[src/rtl/ascon_ti_pkg.sv]
// Shared types and constants for the threshold-implementation Ascon round sequencer.
package ascon_ti_pkg;

  typedef enum logic [1:0] {
    StIdle,
    StRun,
    StDone
  } state_e;

  // Round-constant start values per round count; every schedule ends on 0x4B.
  localparam logic [7:0] RcStart6  = 8'h96;
  localparam logic [7:0] RcStart8  = 8'hB4;
  localparam logic [7:0] RcStart12 = 8'hF0;
  localparam logic [7:0] RcStart1  = 8'h4B;
  localparam logic [7:0] RcStep    = 8'd15;

  localparam logic [63:0] ReseedXor   = 64'hA5A5_A5A5_A5A5_A5A5;
  localparam logic [63:0] SeedDefault = 64'h0123_4567_89AB_CDEF;

  // Number of rounds for a requested count; unsupported values fall back to one test round.
  function automatic int unsigned round_count(input int unsigned r);
    case (r)
      6:       return 6;
      8:       return 8;
      12:      return 12;
      default: return 1;
    endcase
  endfunction

  function automatic logic [7:0] rc_start(input int unsigned r);
    case (r)
      6:       return RcStart6;
      8:       return RcStart8;
      12:      return RcStart12;
      default: return RcStart1;
    endcase
  endfunction

  function automatic logic [63:0] xorshift64(input logic [63:0] x);
    logic [63:0] y;
    y = x ^ (x << 13);
    y = y ^ (y >> 7);
    y = y ^ (y << 17);
    return y;
  endfunction

endpackage

[src/rtl/ti_xorshift64.sv]
// 64-bit xorshift mask generator with load and advance controls.
// A zero load value is replaced by RESET_VAL so the state can never lock at zero.
module ti_xorshift64
  import ascon_ti_pkg::*;
#(
  parameter logic [63:0] RESET_VAL = SeedDefault
) (
  input  logic        clk,
  input  logic        rst,
  input  logic        load,
  input  logic [63:0] seed,
  input  logic        adv,
  output logic [63:0] state
);

  logic [63:0] base;
  logic [63:0] state_d;

  // Reseed takes effect before the advance, so load+adv steps from the new seed.
  always_comb begin
    base    = state;
    if (load) begin
      base = (seed == 64'd0) ? RESET_VAL : seed;
    end
    state_d = adv ? xorshift64(base) : base;
  end

  // State register with synchronous reset.
  always_ff @(posedge clk) begin
    if (rst) begin
      state <= RESET_VAL;
    end else begin
      state <= state_d;
    end
  end

endmodule

[src/rtl/ascon_round_seq_ti.sv]
// Round sequencer for a masked Ascon permutation: walks the round index, produces the
// round constant and supplies fresh masks r0/r1 for share-wise constant addition.
// Build option: define ASCON_TI_RANDOM_EN to enable the mask PRNGs; without it r0/r1
// are tied to zero and seed_load is ignored (unmasked debug build).
module ascon_round_seq_ti
  import ascon_ti_pkg::*;
#(
  parameter int unsigned CTR_W        = 5,
  parameter logic [63:0] SEED_DEFAULT = SeedDefault
) (
  input  logic             clk,
  input  logic             rst,
  input  logic             start,
  input  logic [CTR_W-1:0] rounds_in,
  input  logic             step,
  input  logic             seed_load,
  input  logic [63:0]      seed,
  output logic [CTR_W-1:0] rounds,
  output logic [CTR_W-1:0] ctr,
  output logic [63:0]      r0,
  output logic [63:0]      r1,
  output logic [7:0]       rc,
  output logic             round_valid,
  output logic             busy,
  output logic             done
);

  state_e           state_q;
  logic [CTR_W-1:0] n_rounds;

  assign n_rounds = CTR_W'(round_count(32'(rounds)));

  // Sequencer FSM; all outputs are registered and hold while step is low.
  always_ff @(posedge clk) begin
    if (rst) begin
      state_q     <= StIdle;
      rounds      <= '0;
      ctr         <= '0;
      rc          <= '0;
      round_valid <= 1'b0;
      busy        <= 1'b0;
      done        <= 1'b0;
    end else begin
      case (state_q)
        StIdle: begin
          if (start) begin
            state_q     <= StRun;
            rounds      <= rounds_in;
            ctr         <= CTR_W'(1);
            rc          <= rc_start(32'(rounds_in));
            round_valid <= 1'b1;
            busy        <= 1'b1;
          end
        end
        StRun: begin
          if (step) begin
            if (ctr == n_rounds) begin
              state_q     <= StDone;
              rc          <= '0;
              round_valid <= 1'b0;
              done        <= 1'b1;
            end else begin
              ctr <= ctr + CTR_W'(1);
              rc  <= rc - RcStep;
            end
          end
        end
        StDone: begin
          state_q <= StIdle;
          ctr     <= '0;
          busy    <= 1'b0;
          done    <= 1'b0;
        end
        default: begin
          state_q <= StIdle;
        end
      endcase
    end
  end

`ifdef ASCON_TI_RANDOM_EN
  logic        prng_load;
  logic        prng_adv;
  logic [63:0] seed_a;
  logic [63:0] seed_b;

  // Masks advance on start acceptance and on every consumed round.
  always_comb begin
    prng_load = seed_load && (state_q == StIdle);
    prng_adv  = ((state_q == StIdle) && start) || ((state_q == StRun) && step);
    seed_a    = (seed == 64'd0) ? SEED_DEFAULT : seed;
    seed_b    = seed_a ^ ReseedXor;
  end

  ti_xorshift64 #(
    .RESET_VAL(SEED_DEFAULT)
  ) u_prng_a (
    .clk  (clk),
    .rst  (rst),
    .load (prng_load),
    .seed (seed_a),
    .adv  (prng_adv),
    .state(r0)
  );

  ti_xorshift64 #(
    .RESET_VAL(SEED_DEFAULT ^ ReseedXor)
  ) u_prng_b (
    .clk  (clk),
    .rst  (rst),
    .load (prng_load),
    .seed (seed_b),
    .adv  (prng_adv),
    .state(r1)
  );
`else
  logic unused_cfg;

  assign r0         = '0;
  assign r1         = '0;
  assign unused_cfg = ^{seed_load, seed, SEED_DEFAULT};
`endif

endmodule

[config.mk]
export PLATFORM = sky130hd
export DESIGN_NAME = ascon_round_seq_ti
export DESIGN_NICKNAME = d
export VERILOG_FILES = /design/src/rtl/ascon_ti_pkg.sv /design/src/rtl/ti_xorshift64.sv /design/src/rtl/ascon_round_seq_ti.sv
export SDC_FILE = /design/constraint.sdc
export NUM_CORES = 1
export LEC_CHECK = 0
export ABC_CLOCK_PERIOD_IN_PS = 4000
export CAP_MARGIN = 25
export CORE_ASPECT_RATIO = 1.5
export CORE_MARGIN = 4
export CORE_UTILIZATION = 34
export DETAILED_ROUTE_END_ITERATION = 16
export GPL_TIMING_DRIVEN = 0
export PLACE_DENSITY = 0.93
export SKIP_LAST_GASP = 1
export SLEW_MARGIN = 20
export SYNTH_ARGS = -nofsm -noshare
export SYNTH_HDL_FRONTEND = slang
export SYNTH_SLANG_ARGS = --single-unit
export TNS_END_PERCENT = 30
[constraint.sdc]
create_clock -name clk -period 4 [get_ports clk]
set_input_delay 0.8 -clock clk [delete_from_list [all_inputs] [get_ports clk]]
set_output_delay 0.8 -clock clk [all_outputs]
set_load 0.05 [all_outputs]
=== Word-level counts from Yosys, hierarchy flattened ===
Index checks and enable logic that the tools add are counted.
Widths: inputs -> output; s select.

* Register bits after elaboration: 23
* Bits in latches: 0
* RAM bits: 0
* ROM bits: 0
* Word-level logic and storage cells: 56
* Memories kept: 0

* $add $sub $neg: 2
* $mul: 0
* Divide/modulo/power cells: 0
* $lt $le $gt $ge: 0
* Equality and inequality tests: 13
* Shift operators: 0
* Mux-type cells: 22
* Bitwise gates (word level): 0
* Reductions and logical operators: 12

{| class="wikitable"
|+ Operators with widths
! cell !! count
|-
| $mux 8 || 3
|-
| $pmux 8 s3 || 1
|-
| $eq 5x4->1 const B || 4
|-
| $pmux 8 s2 || 1
|-
| $mux 5 || 3
|-
| $pmux 5 s3 || 1
|-
| $pmux 4 s3 || 1
|-
| $eq 5x3->1 const B || 2
|-
| $reduce_and 3->1 || 3
|-
| $ne 2x2->1 const B || 4
|-
| $reduce_and 4->1 || 2
|-
| $sub 8x4->8 const B || 1
|-
| $mux 2 || 3
|-
| $pmux 1 s2 || 3
|-
| $reduce_bool 2->1 || 3
|-
| $add 5x1->5 const B || 1
|-
| $eq 5x5->1 || 1
|-
| $mux 1 || 5
|-
| $pmux 2 s2 || 1
|-
| $reduce_and 2->1 || 2
|-
| $reduce_bool 3->1 || 1
|-
| $eq 2x1->1 const B || 1
|-
| $eq 2x2->1 const B || 1
|-
| $logic_not 2->1 || 1
|}

=== Depth between registers and ports, before layout ===
Gate-level depths: netlist of run 1.

* Depth after elaboration: 6
* Gate-level depth with buffers: 9

=== Worst setup path before layout of run 1 ===
OpenSTA, ideal clock, no wires.

* Path type: register to register
* From: register rounds[4]
* To: register done
* Library setup time: 0.074 ns
* Data arrival time: 2.196 ns
* Path slack: 1.730 ns
* Stages on the path, launching flop included: 7
* Buffers on the path: 1
* Clock period less this slack: 2.270 ns
* Cells stage by stage: dfxtp_1 -> nor3b_1 -> a311o_1 -> a221o_1 -> buf_6 -> or4_1 -> a31oi_1

* Longest elaborated chain between the ends: 5
* Elaborated cells on any way between the ends: 7
* Those cells by class: eq/ne: 5; mux: 1; reduce/logical: 1

{| class="wikitable"
|+ RTL lines
! element !! line !! source
|-
| start, declared || ascon_round_seq_ti.sv:18 || <nowiki>output logic [CTR_W-1:0] rounds,</nowiki>
|-
| start signal, assigned || ascon_round_seq_ti.sv:48 || <nowiki>rounds <= rounds_in;</nowiki>
|-
| $eq 5x4->1 or $eq 5x3->1 (tied branches) || ascon_ti_pkg.sv:22 || <nowiki>case (r)</nowiki>
|-
| $pmux 4 s3 * || ascon_ti_pkg.sv:22 ||
|-
| $eq 5x5->1 * || ascon_round_seq_ti.sv:57 || <nowiki>if (ctr == n_rounds) begin</nowiki>
|-
| $ne 2x2->1 (no line) * || n/a ||
|-
| $reduce_and 3->1 (no line) * || n/a ||
|-
| end signal, assigned || ascon_round_seq_ti.sv:42 || <nowiki>done <= 1'b0;</nowiki>
|-
| end signal, assigned || ascon_round_seq_ti.sv:61 || <nowiki>done <= 1'b1;</nowiki>
|-
| end signal, assigned || ascon_round_seq_ti.sv:72 || <nowiki>done <= 1'b0;</nowiki>
|-
| end, declared || ascon_round_seq_ti.sv:25 || <nowiki>output logic done</nowiki>
|}

Every way passes the cells marked *; elsewhere a longest branch is shown, timed or not.
A chain may end at the register's enable or synchronous reset.

=== Final worst setup path of run 1 ===
* From: input port step
* To: register rc[0]

* Longest elaborated chain between the ends: 2

{| class="wikitable"
|+ RTL lines
! element !! line !! source
|-
| start, declared || ascon_round_seq_ti.sv:15 || <nowiki>input logic step,</nowiki>
|-
| $ne 2x2->1 (no line) || n/a ||
|-
| $reduce_and 3->1 (no line) || n/a ||
|-
| end signal, assigned || ascon_round_seq_ti.sv:50 || <nowiki>rc <= rc_start(32'(rounds_in));</nowiki>
|-
| end signal, assigned || ascon_round_seq_ti.sv:64 || <nowiki>rc <= rc - RcStep;</nowiki>
|-
| end, declared || ascon_round_seq_ti.sv:22 || <nowiki>output logic [7:0] rc,</nowiki>
|}

Every way passes these cells.

==> results of run 1 <==
-- final cells by class --
type	count	share of cell area (%)
Inverter	7	0.7892
Clock buffer	3	1.240
Tap cell	78	2.931
Timing Repair Buffer	28	8.418
Sequential cell	23	13.83
Buffer	138	30.25
Multi-Input combinational cell	277	42.39
Clock inverter	1	0.1503
-- power by group --
| group | internal, uW | switching, uW |
|---|---|---|
| registers | 260 | 41.8 |
| logic | 224 | 540 |
| clock network | 69.8 | 78.8 |
| total | 554 | 660 |
-- stage by stage --
stage	std cells	worst slack [ns]
6_report	555	1.497
3_3_place_gp	551	1.257
4_1_cts	555	1.488
2_1_floorplan	445	1.730
3_5_place_dp	551	1.203
5_1_grt	555	1.339
-- cell usage in the layout (no fill, tap or decap), types with 4 or more instances in the layout --
cell type	Yosys	layout
nor2_1	12	12
and3_1	4	4
clkbuf_1	8	8
a31oi_1	7	7
inv_1	6	6
nand2_1	18	18
buf_4	128	128
nor3_1	8	8
conb_1	1	128
a21oi_1	15	15
clkdlybuf4s50_1	0	28
o211ai_1	4	4
nand3_1	10	10
nand2b_1	5	5
nor2b_1	4	4
o21ai_0	12	12
nor4_1	5	5
dfxtp_1	23	23
ha_1	6	6
-- metal layers --
metal  part of all wire (%)  GRT usage [%]  vias up
met5                      0              0        -
met4                    2.2          6.651        0
met3                     14          5.583       13
met2                     48          22.82      169
met1                     36          14.14      973
li1                       -              -     1166
-- flip-flops by register name (all words and copies together), names as in the netlist --
name and flops:
round_valid 1, busy 1, state_q 2, rc 8, ctr 5, done 1
rounds 5
-- worst reg2reg max path: cells and delay by family, from the launching register on --
family	cells	cell delay, ns
AND/OR/NAND/NOR	2	0.98
AO/OA/AOI/OAI	2	0.50
flip-flops	1	0.40
buffers and inverters	2	0.26
adder cells (fa/ha/maj)	1	0.18
-- logic make-up after synthesis --
group / count (synthesis) / synth area share, %
compound gates: 57 / 15.66
flops: 23 / 18.96
buf+inv: 145 / 42.55
fa+ha+maj: 6 / 3.091
xor+xnor: 1 / 0.3607
simple gates: 84 / 18.80
mux: 1 / 0.4122
other cells: 1 / 0.1544
-- final timing paths --
path	from	endpoint
setup reg to reg	state_q[1]	rc[0]
hold reg to reg	round_valid	round_valid
setup / recovery	step	rc[0]
hold / removal	round_valid	round_valid
==> results.md, run 1 <==
- Max VDD drop: 0.1994 mV
- Initial antenna violation count: 0
- Slew @ Worst Pin: 0.9173 ns
- CP Capture Type: flip-flop
- Remaining global-route overflow: 0
- Final hold violation count: 0
- Worst R2R Path Depth: 7
- Post-synth EDFFs: 0
- Starting Density: 35.21%
- Critical path peak fanout: 9
- Yosys reg bits: 23
- Largest net degree at the start of global routing: 14
- 1st-iter DRT viols: 145
- Worst-path clk slew: 0.08 ns
- Post-CTS sizing: 0
- P_leak: 0.001775 uW
- IO Pins: 223
- Worst slew margin: 38.38%
- Worst Path Required: 4.17 ns
- Distinct cells, synth: 51
- Crit-path cells: clkdlybuf4s50_1 > nor2b_1 > nor3_1 > o21ai_0 > o221a_2
- Most common cell in the netlist: buf_4
- Utilization after layout: 48.27%
- Cell Pwr Density: 364.8 mW/mm2
- Synth top cells by count: 128 x buf_4, 23 x dfxtp_1, 18 x nand2_1
- Gr usage total: 13.41%
- Drt wl/cell: 10.93 um
- CP delay by family, top: simple AND/OR/NAND/NOR gates
- FF/Latch Area: 460.4 um2
- Fraction of layout cells with a size suffix above 1: 29.14%
- Nets: 558
- CTS tree: done
- Critical Path AT: 2.67 ns
- Synthesis-to-finish area growth: 37.09%
- FP Rows: 37
- Vias: 2321
- Hold_buf cts: 0
- Core area: 0.006898 mm2
- Fillers: 709
- Final Cycle Share: 62.58%
- Final hold slack: 0.4824 ns
- Hold Path Stages: 2
- Max frequency: 399.5 MHz
- CTS Root Cell: clkbuf_8
- Post-synth ARST share: 0%
- First-pass GRT wire length: 9722 um
- Port Buffers: 28
- Yosys top cell by area: buf_4
- Number of vias per cell: 4.182
- Max-slew violation count: 0
- DP Area: 0.003283 mm2
- Die Span X: 77.01 um
- Gp weighted congestion: 0.8200
- WL final: 6065 um
- Post-route ant nets: 0
- CTS sink cnt: 23
- Footprint of the multi-input gates: 0.001411 mm2
- Avg Inst Size Synth: 7.637 um2
- Crit Path Category: in2reg
- PnR Total Power: 1215 uW
- Dpl hpwl: 5001 um
- Hold crit path type: reg2reg
- # DRC: 0
- Worst-Skew Late Latency: 0.27 ns
- Final critical-path required period: 2.503 ns
- H-tree depth reported by CTS: 1
- Ant. Diodes: 0
- Post-route cell area: 0.003329 mm2
- Buffers & Inverters on Critical Path: 1
- Max-Cap Viols: 0
- Finish-stage setup viols: 0
- Critical path depth: 5
- Area share of the largest cell type after synthesis: 39.57%
- Synth warn: 0
- Pre-antenna DRT Iters: 5
- R2r setup slk: 1.57 ns
- Area of the die: 0.008587 mm2
- Synth area leaders: buf_4 40%, dfxtp_1 19%, a21oi_1 3.1%
- Clock Skew: 0.003790 ns
- Ys flop type: dfxtp_1
- Register area share after synthesis: 18.96%
- Post-CTS Setup Inserts: 0
- Largest stage delay, worst path: 0.75 ns
- Die Y-Extent: 111.5 um
- CTS max path bufs: 2
- RSZ-0062 raised after global routing: no
- Crit path launch type: primary input
- TNS Setup: 0 ns
- Num CTS Buffers: 3
- Cell area after synthesis: 0.002429 mm2
- Vias in the first global route: 2141
- Mapped Cells: 318
- CP max-delay cell: nor3_1
- Outcome: complete, no violations
Note: power is estimated with default switching activity, not from simulation.
==> inputs of run 2 (changes only) <==
ABC_CLOCK_PERIOD_IN_PS = 2600   (was 4000)
CORE_UTILIZATION = 32   (was 34)
PLACE_DENSITY = 0.88   (was 0.93)
clock period = 2.6 ns   (was 4 ns; I/O delays follow)
==> run 2 against run 1 <==
Critical endpoint is now rc[5]. Cell area is 0.83% higher. Register-to-register slack worse by 1.4 ns. Clock power increased by 51%. Critical path type is now reg2reg.
==> results.md, run 2 (same netlist as run 1, synthesis figures left out) <==
- CTS sink cnt: 23
- Routed length on met1: 2274 um
- Pre-antenna DRT Iters: 5
- Critical path peak fanout: 10
- Final hold violation count: 0
- Met3 wire len: 801 um
- Starting Density: 33.17%
- CTS Root Cell: clkbuf_8
- Hold Path Origin: busy
- Cell Pwr Density: 556.5 mW/mm2
- 1st-iter DRT viols: 112
- Utilization after layout: 45.85%
- Gr usage total: 12.80%
- CTS max path bufs: 2
- Initial antenna violation count: 0
- Max frequency: 408.3 MHz
- Worst-Skew Late Latency: 0.27 ns
- Post-route ant nets: 0
- Hold crit path type: reg2reg
- Final Cycle Share: 94.21%
- Dpl hpwl: 5112 um
- Clock share of power: 12.0%
- Setup crit start: state_q[0]
- Reg with most FFs: rc
- Slew @ Worst Pin: 0.8820 ns
- Buffers & Inverters on Critical Path: 2
- CP Capture Type: flip-flop
- Finish-stage setup viols: 0
- FP Rows: 38
- Critical Path AT: 2.64 ns
- Max-slew violation count: 0
- Die Y-Extent: 114.7 um
- Internal: 852.5 uW
- IO Pins: 223
- Vias: 2304
- Area of the die: 0.009076 mm2
- Worst R2R Path Depth: 8
- Largest net degree at the start of global routing: 14
- R2r setup slk: 0.15 ns
- Most frequent cells in the layout: 128 x buf_4, 128 x conb_1, 28 x clkdlybuf4s50_1
- Port Buffers: 28
- WL final: 6156 um
- Synthesis-to-finish area growth: 38.23%
- P_leak: 0.001775 uW
- Drt wl/cell: 10.67 um
- Number of vias per cell: 3.993
- Hold endpoint: busy
- Vias in the first global route: 2175
- Hold_buf cts: 0
- Outcome: complete, no violations
- CP delay by family, top: simple AND/OR/NAND/NOR gates
- Gp weighted congestion: 0.8492
- Crit path launch type: flip-flop
- Fraction of layout cells with a size suffix above 1: 29.14%
- Max reg flops: 8
- Max-Cap Viols: 0
- Sequential group share of total power: 24.7%
- Worst slew margin: 40.75%
- H-tree depth reported by CTS: 1
- Max VDD drop: 0.3125 mV
- Remaining global-route overflow: 0
- RSZ-0062 raised after global routing: no
- Num CTS Buffers: 3
- Reg2reg start: state_q[0]
- Met2 routed WL: 2986 um
- Crit-path cells: inv_1 > ha_1 > buf_2 > nor2b_1 > or3_1 > or4_1 > a211o_1 > a31oi_1
- Largest stage delay, worst path: 0.48 ns
- CP max-delay cell: or4_1
- Nets: 558
- CTS tree: done
- Top Metal Used: met4
- Die Span X: 79.13 um
- # DRC: 0
- Post-CTS sizing: 0
- Crit Path Category: reg2reg
- Clock Skew: 0.001611 ns
- Comb power frac: 63.2%
- Core area: 0.007322 mm2
- Hold Path Stages: 2
- RR Endpoint: rc[5]
- Worst-path clk slew: 0.08 ns
- Sw power: 1016 uW
- First-pass GRT wire length: 9528 um
- Final critical-path required period: 2.449 ns
- Ant. Diodes: 0
- Post-CTS Setup Inserts: 0
- Worst Path Required: 2.79 ns
- Net Sw Frac: 54.36%
- TNS Setup: 0 ns
- Largest regs: rc x8, ctr x5, rounds x5
## run 2: layout make-up
cell class	instances	area, um2
fill	776	3965
multi-input combinational	277	1411
buffer	138	1007
sequential	23	460.4
timing repair buffer	28	280.3
tap	100	125.1
clock buffer	3	41.29
inverter	7	26.28
clock inverter	1	5.005
## run 2: routing by layer
metal / vias to the layer above / global-route usage [%]
li1: 1164 / -
met1: 993 / 12.92
met2: 138 / 23.06
met3: 9 / 5.354
met4: 0 / 4.931
met5: - / 0
## run 2: power groups by stage
stage                     clock network [uW]  logic (uW)  registers, uW
after floorplan                            0         833            602
after global placement                     0        1150            466
after detailed placement                   0        1160            470
after CTS                                230        1170            463
after global routing                     241        1260            472
final                                    225        1180            462
## run 2: worst max path at each step
stage	cells past startpoint	endpoint
6_report	8	rc[5]
5_1_grt	8	rc[1]
4_1_cts	8	rc[5]
3_5_place_dp	6	rc[5]
2_1_floorplan	6	done
3_3_place_gp	6	rc[1]
## run 2: per-stage QoR
step	instance area (um2)	hold slack [ns]	setup WS, ns	std cells	total power (uW)
after CTS	3357	0.4961	0.1388	577	1860
after global routing	3357	0.5177	0.03668	577	1968
after global placement	3311	0.4721	0.1542	573	1613
final	3357	0.4937	0.1506	577	1868
after floorplan	2905	0.4875	0.3299	445	1436
after detailed placement	3311	0.4819	0.1024	573	1632
## run 2: worst reg2reg max path: cells and delay by family, from the launching register on
family | cells | cell delay, ns
flip-flops | 1 | 0.40
buffers and inverters | 2 | 0.26
adder cells (fa/ha/maj) | 1 | 0.19
AO/OA/AOI/OAI | 2 | 0.46
AND/OR/NAND/NOR | 3 | 1.08
==> inputs of run 3 (changes only) <==
CORE_AREA = 4 4 84 86   (was default)
CORE_ASPECT_RATIO = default   (was 1.5)
CORE_MARGIN = default   (was 4)
CORE_UTILIZATION = default   (was 32)
DIE_AREA = 0 0 88 90   (was default)
DONT_BUFFER_PORTS = 1   (was default)
PLACE_DENSITY = 0.58   (was 0.88)
==> run 3 against run 2 <==
Maximum frequency fell by 0.71%. Largest cell class unchanged. Register-to-register slack got worse by 0.02 ns. Critical path type unchanged. Non-clock buffer count fell by 28.
==> results.md, run 3 (same netlist as run 1, synthesis figures left out) <==
- Starting Density: 38.69%
- Remaining global-route overflow: 0
- Max-slew violation count: 0
- CP max-delay cell: dfxtp_1
- Final Cycle Share: 94.88%
- Hold Path Stages: 2
- Worst slew margin: 42.24%
- Reg2reg start: ctr[0]
- Hold endpoint: rounds[1]
- Gp weighted congestion: 0.8488
- Drt wl/cell: 10.77 um
- Ant. Diodes: 0
- Number of vias per cell: 4.019
- Largest stage delay, worst path: 0.81 ns
- Hold crit path type: in2reg
- Max-Cap Viols: 0
- Finish-stage setup viols: 0
- Clock Skew: 0.003302 ns
- Critical Path AT: 2.63 ns
- 1st-iter DRT viols: 125
- Outcome: complete, no violations
- Final critical-path required period: 2.467 ns
- Slew @ Worst Pin: 0.8664 ns
- Initial antenna violation count: 0
- Pre-antenna DRT Iters: 4
- Worst-path clk slew: 0.08 ns
- Die Span X: 88 um
- Post-route ant nets: 0
- CP Capture Type: flip-flop
- Max frequency: 405.4 MHz
- Met3 Usage GRT: 4.845%
- Fraction of layout cells with a size suffix above 1: 32.29%
- Largest regs: rc x8, ctr x5, rounds x5
- CTS max path bufs: 2
- Max reg flops: 8
- Met2 Usage GRT: 22.93%
- H-tree depth reported by CTS: 1
- Grt peak-use layer: met2
- Worst Path Required: 2.77 ns
- Vias in the first global route: 1818
- Critical path peak fanout: 8
- Nets: 530
- Synthesis-to-finish area growth: 25.97%
- Crit-path cells: nand2b_1 > a311o_1 > a221oi_1 > nor3_1 > a31o_2
- Met1 global-route usage: 16.68%
- R2r setup slk: 0.13 ns
- Crit path launch type: flip-flop
- Vias: 2114
- Worst-Skew Late Latency: 0.27 ns
- Dpl hpwl: 4666 um
- P_leak: 0.001674 uW
- Area of the die: 0.007920 mm2
- WL final: 5667 um
- Final hold slack: 0.3826 ns
- Worst R2R Path Depth: 5
- Num CTS Buffers: 3
- Post-CTS Setup Inserts: 0
- CTS Root Cell: clkbuf_8
- RR Endpoint: ctr[2]
- Core area: 0.006277 mm2
- Hold Path Origin: rounds_in[1]
- Pre-CTS WS: -0.01846 ns
- Worst setup margin: 0.1331 ns
- Cell Count, Final, Fillers Out: 526
- Most frequent cells in the layout: 128 x buf_4, 128 x conb_1, 18 x nand2_1
- Gr usage total: 13.70%
- Reg with most FFs: rc
- Max VDD drop: 0.2482 mV
- First-pass GRT wire length: 8983 um
- Die Y-Extent: 90 um
- RSZ-0062 raised after global routing: yes
- Final hold violation count: 0
- # DRC: 0
- CTS tree: done
- IO Pins: 223
- Largest net degree at the start of global routing: 13
- CTS sink cnt: 23
- Port Buffers: 0
- FP Rows: 29
- Cell Pwr Density: 582.2 mW/mm2
- Crit Path Category: reg2reg
- Cells after DPL: 522
[run 3: cell count changes in the layout (fill, tap and decap cells not counted), sizes merged]
cell	before	now
clkbuf	11	12
clkinv	2	1
clkdlybuf4s50	28	0
[run 3: what timing repair did]
action | in CTS | in global routing
setup endpoints to repair | 4 | 15
pin swaps | 0 | 0
hold buffers | 0 | 0
resized for setup | 0 | 7
[run 3: final cells by class]
type,count,area (um2)
Sequential cell,23,467.9
Tap cell,77,96.34
Fill cell,644,3218
Inverter,7,26.28
Multi-Input combinational cell,277,1416
Buffer,138,1007
Clock buffer,4,45.04
[run 3: through the flow]
stage / util, % / power, uW / area [um2] / setup TNS [ns]
after global placement: 47.82 / 1537 / 3002 / 0
final: 48.73 / 1781 / 3059 / 0
after detailed placement: 47.82 / 1542 / 3002 / -0.01846
after global routing: 48.73 / 1888 / 3059 / -0.01956
after floorplan: - / 1436 / 2905 / 0
after CTS: 48.54 / 1776 / 3047 / -0.04514
[run 3: worst max path at each step]
stage,startpoint,end,slack [ns],cells after the start
2_1_floorplan,rounds[4],done,0.33,6
3_3_place_gp,rounds[3],rc[4],0.04,7
3_5_place_dp,rounds[4],ctr[2],-0.02,5
4_1_cts,rounds[4],ctr[2],-0.03,5
5_1_grt,ctr[0],ctr[2],-0.02,5
6_report,ctr[0],ctr[2],0.13,5
[run 3: power by group]
group	internal, uW	leakage, uW	switching (uW)
clock	110	0.0000228	123
combinational	271	0.00146	656
sequential	401	0.000191	220
total	781	0.00167	1000
[run 3: layer usage]
layer	wire length (um)	up-vias	share of wire, %
met5	0	-	0
li1	-	1106	-
met1	2079	880	37
met2	2642	123	47
met3	907	5	16
met4	38	0	0.67
[run 3: worst max-delay path: cells and delay by family (launching register included)]
kind / cells / cell delay (ns)
AOI/OAI and AO/OA: 3 / 1.31
DFF: 1 / 0.81
and+or+nand+nor: 2 / 0.24
